<file path="src/rtl/pc_sequencer_pkg.sv">
// pc_sequencer_pkg: shared FSM state encodings and default sizing for the fetch PC sequencer
package pc_sequencer_pkg;
  typedef enum logic [1:0] {RUN = 2'd0, FLUSH = 2'd1, HALT = 2'd2, UNUSED = 2'd3} state_t;
  localparam int PC_W_DEF = 4;
  localparam int FLUSH_CYCLES_DEF = 2;
endpackage

</file>
<file path="src/rtl/pc_flush_counter.sv">
// pc_flush_counter: loads CYCLES-1 on a taken branch, counts down while flushing, flags zero
module pc_flush_counter #(
  parameter int CYCLES = 2
) (
  input  logic clk,
  input  logic reset,
  input  logic load,
  input  logic dec,
  output logic zero
);
  localparam int W = $clog2(CYCLES) + 1;
  logic [W-1:0] cnt;
  always_ff @(posedge clk or posedge reset)
    if (reset) cnt <= '0;
    else if (load) cnt <= W'(CYCLES - 1);
    else if (dec && cnt != '0) cnt <= cnt - 1'b1;
  assign zero = cnt == '0;
endmodule

</file>
<file path="src/rtl/pc_sequencer.sv">
// pc_sequencer: fetch PC register with branch flush, stall and halt control; PC_SEQ_BRANCH_CNT_EN adds branch_cnt_out
module pc_sequencer
  import pc_sequencer_pkg::*;
#(
  parameter int PC_W = PC_W_DEF,
  parameter int FLUSH_CYCLES = FLUSH_CYCLES_DEF
) (
  input  logic            clk,
  input  logic            reset,
  input  logic            stall_in,
  input  logic            branch_taken,
  input  logic [PC_W-1:0] branch_target,
  input  logic            halt_in,
  input  logic            resume_in,
  output logic [PC_W-1:0] pc_out,
  output logic [PC_W-1:0] pc_plus1_out,
  output logic            sel_jmp_out,
  output logic            flush_out,
  output logic            pc_we_out,
`ifdef PC_SEQ_BRANCH_CNT_EN
  output logic [7:0]      branch_cnt_out,
`endif
  output logic [1:0]      state_out
);
  state_t state, state_nxt;
  logic run, flushing, zero;
  assign run = state == RUN;
  assign flushing = state == FLUSH;
  assign sel_jmp_out = run & branch_taken;
  assign pc_we_out = sel_jmp_out | flushing | (run & ~halt_in & ~stall_in);
  assign pc_plus1_out = pc_out + 1'b1;
  assign state_out = state;
  always_comb begin
    state_nxt = RUN;
    if (run) state_nxt = branch_taken ? FLUSH : halt_in ? HALT : RUN;
    else if (flushing) state_nxt = zero ? RUN : FLUSH;
    else if (state == HALT) state_nxt = resume_in ? RUN : HALT;
  end
  always_ff @(posedge clk or posedge reset)
    if (reset) begin
      pc_out <= '0;
      state <= RUN;
      flush_out <= 1'b0;
    end else begin
      pc_out <= pc_we_out ? (sel_jmp_out ? branch_target : pc_plus1_out) : pc_out;
      state <= state_nxt;
      flush_out <= state_nxt == FLUSH;
    end
  pc_flush_counter #(.CYCLES(FLUSH_CYCLES)) u_flush_cnt (
    .clk(clk),
    .reset(reset),
    .load(sel_jmp_out),
    .dec(flushing),
    .zero(zero)
  );
`ifdef PC_SEQ_BRANCH_CNT_EN
  always_ff @(posedge clk or posedge reset)
    if (reset) branch_cnt_out <= '0;
    else if (sel_jmp_out && branch_cnt_out != 8'hFF) branch_cnt_out <= branch_cnt_out + 1'b1;
`endif
endmodule

</file>
<file path="config.mk">
export PLATFORM = sky130hd
export DESIGN_NAME = pc_sequencer
export DESIGN_NICKNAME = d
export VERILOG_FILES = /design/src/rtl/pc_sequencer_pkg.sv /design/src/rtl/pc_flush_counter.sv /design/src/rtl/pc_sequencer.sv
export SDC_FILE = /design/constraint.sdc
export NUM_CORES = 1
export LEC_CHECK = 0
export ABC_AREA = 1
export CORE_MARGIN = 2
export CORE_UTILIZATION = 35
export DETAILED_ROUTE_END_ITERATION = 8
export GPL_ROUTABILITY_DRIVEN = 0
export HOLD_SLACK_MARGIN = 0.02
export PLACE_DENSITY = 0.74
export SLEW_MARGIN = 30
export SYNTH_ARGS = -nofsm -noshare
export SYNTH_HDL_FRONTEND = slang
export SYNTH_HIERARCHICAL = 1
export SYNTH_SLANG_ARGS = --single-unit
</file>
<file path="constraint.sdc">
create_clock -name clk -period 1.6 [get_ports clk]
set_input_delay 0.16 -clock clk [delete_from_list [all_inputs] [get_ports clk]]
set_output_delay 0.16 -clock clk [all_outputs]
set_load 0.01 [all_outputs]
</file>
==> summary.md <==
| Metric | Value |
|---|---|
| Vias | around 580 |
| Lkg Pwr | ~0.47 nW |
| DR pass1 iterations | 4 |
| Outcome | finished clean |
| CTS tree | done |
| Core Util, Final | 0.571 |
| I/O Buffers | 22 |
| Die ar. | 0.00191 mm² |
| Number of remaining DRC errors | 0 |
| # clock sinks | 9 |
| Register area | around 230 µm² |
| DR vias/cell | 4.55 |
| Worst-case clock buffer depth | 2 |
| Post-CTS Hold Buffers | 0 |
| Max_slew headroom | 0.805 |
| Initial DRC Count | 3 |
| Ports | 23 |
| Worst Setup SP | state_out[1]$_DFF_PP0_ |
| Clk network pwr share | 0.103 |
| Antenna violations before repair | 0 |
| HPWL Detailed | slightly above 1 mm |
| Vias in the first global route | ~520 |
| Most common cell after layout, fill and taps aside | nand2_1 |
| H-tree depth | 1 |
| Tcrit/Tclk final | 0.944 |
| Slew Limit Fails | 0 |
| Die W | roughly 44 µm |
| Worst Setup Start Kind | flip-flop |
| Setup-failing EPs final | 0 |
| Crit path DAT | approximately 1.4 ns |
| Gr ovfl total | 0 |
| Core area | 0.00149 mm² |
| Power, Total | approximately 1.6 mW |
| Final hold vios | 0 |
| Largest cells by area after synthesis | dfrtp_1 41%, nand2_1 19%, inv_1 12% |
| Top achievable clock speed | 662 MHz |
| # rows | 14 |
| Sequential fraction of the synthesis area | 0.407 |
| Least-Margin Pin Slew | ~0.29 ns |
| # Post-CTS Setup Buffers | 0 |
| Yosys warnings | 6 |
| Pint | between 0.9 and 1 mW |
| CTS root buf | clkbuf_4 |
| CP top delay family | buffers and inverters |
| WL/cell | roughly 9.4 µm |
| Post-Syn Instances | 80 |
| #FFs+latches synth | 9 |
| Pwr/cell area | roughly 1900 mW/mm² |
| Setup TNS | 0 ns |
| DIE HEIGHT | between 40 and 50 µm |
| VDD IR max | about 0.00067 V |
| Largest net degree at the start of global routing | 8 |
| Crit path cell chain | clkdlybuf4s50_1 |
| First-pass GRT wire length | between 2 and 2.5 mm |
| Layout filler cell count | 141 |
| Post-Route WL | 1.20 mm |
| Avg Cell Area, Syn | about 7 µm² |
| Period minus WS final | 1.51 ns |
| Final Skew | between 0.003 and 0.004 ns |
| Starting Density | 0.371 |
| Max capacitance violation total | 0 |
| Fraction of layout cells with a size suffix above 1 | 0.135 |
| Reg clk slew, reported paths | roughly 0.060 ns |
| Largest stage delay on the critical path | roughly 0.6 ns |
| CP Capture Type | output pin |
| Area of the multi-input gates | roughly 260 µm² |
| Startpoint of the worst register-to-register path | state_out[0]$_DFF_PP0_ |
| Yosys top cell by area | dfrtp_1 |
| WP data required | around 1.4 ns |
| Most frequent cells in the layout | 28 x nand2_1, 17 x inv_1, 17 x clkdlybuf4s50_1, 9 x nand3_1, 9 x dfrtp_1 |
| Area Growth Syn to Fin | 53.8% |
| Slowest stage cell, crit path | clkdlybuf4s50_1 |
| Total CTS buffers | 3 |
| Final net count | approximately 120 |
| Reg2Reg Setup Slack | 0.47 ns |
| Worst Path Buf+Inv | 1 |
| Syn Nets | about 90 |
| Net Sw Power | 0.671 mW |
| Yosys top cell area share | 0.407 |
| Worst-Skew Late Latency | around 0.25 ns |
| Crit Path Max Fanout | 7 |
| Min-delay worst type | input port to async pin |
| Sequential Power Share | 0.274 |
| Part of the power in combinational logic | 0.623 |
| Total track usage | 0.142 |
| Post-DRT Antenna Nets | 0 |
| Unrepaired setup endpoints after global routing | no |
| Netlist cell types | 13 |
| Post-Synthesis Cell Area | 553 µm² |
| Switching share of power | 0.422 |
| Setup CP Type | flip-flop to output pin |
| ANT cells | 0 |
-- cell type report --
| cell class | count | area share |
|---|---|---|
| clock buffers | 4 | 0.0309 |
| inverters | 19 | 0.0838 |
| multi-input cells | 52 | 0.301 |
| flip-flops and latches | 9 | 0.265 |
| well taps | 16 | 0.0235 |
| repair buffers | 27 | 0.296 |
-- layer usage --
metal	GRT usage	vias up	wire [µm]
li1	-	309	-
met1	0.175	255	525
met2	0.247	14	610
met3	0.0250	0	64
met4	0.0545	0	0
met5	0	-	0
-- logic make-up after synthesis --
group / after synthesis / synth area share
compound gates: 4 / 0.0566
fa+ha+maj: 2 / 0.0452
buf+inv: 19 / 0.129
flops: 9 / 0.407
simple gates: 46 / 0.362
-- synthesized netlist by cell type --
| cell type | n |
|---|---|
| inv_1 | 17 |
| nand4_1 | 1 |
| nand2_2 | 1 |
| nand2_1 | 28 |
| inv_2 | 2 |
| nor2_1 | 4 |
| ha_1 | 2 |
| nand3_1 | 9 |
| nand3_2 | 1 |
| dfrtp_1 | 9 |
| nor2_2 | 2 |
| a21oi_2 | 1 |
| o31ai_1 | 3 |
-- sequential cells by signal, summed over array words and instances (netlist names) --
| name | count |
|---|---|
| flush_out | 1 |
| pc_out | 4 |
| state_out | 2 |
| u_flush_cnt/cnt | 2 |
-- through the flow --
step	cell area, µm²	std cells	hold WS (ns)	setup WS [ns]
3_5_place_dp	831	123	0.363	-0.0190
6_report	851	127	0.0952	0.0897
2_1_floorplan	553	80	-0.0988	0.450
3_3_place_gp	831	123	0.360	-0.0115
4_1_cts	851	127	0.0847	0.0767
5_1_grt	851	127	0.109	0.0377
-- power groups by stage --
stage          combinational [mW]  clock [mW]  sequential, mW
2_1_floorplan               0.499           0           0.475
3_3_place_gp                 1.04           0           0.435
3_5_place_dp                 1.06           0           0.438
4_1_cts                      1.01       0.175           0.434
5_1_grt                      1.11       0.184           0.455
6_report                    0.990       0.164           0.435
-- what timing repair did --
item	in CTS	in global routing
endpoints found under the hold margin	0	0
endpoints found under the setup margin	5	0
resized for setup	5	0
-- path summary, 6_finish.rpt --
path,endpoint,depth (start not counted)
worst min register to register,u_flush_cnt/cnt[0]$_DFFE_PP0P_,2
worst min-delay path,u_flush_cnt/cnt[1]$_DFFE_PP0P_,2
min in group clk,state_out[1]$_DFF_PP0_,2
worst max-delay path,state_out[1],1
worst max register to register,u_flush_cnt/cnt[1]$_DFFE_PP0P_,7
max in group asynchronous,pc_out[2]$_DFFE_PP0P_,2
Power figures use the tool's default switching activity.
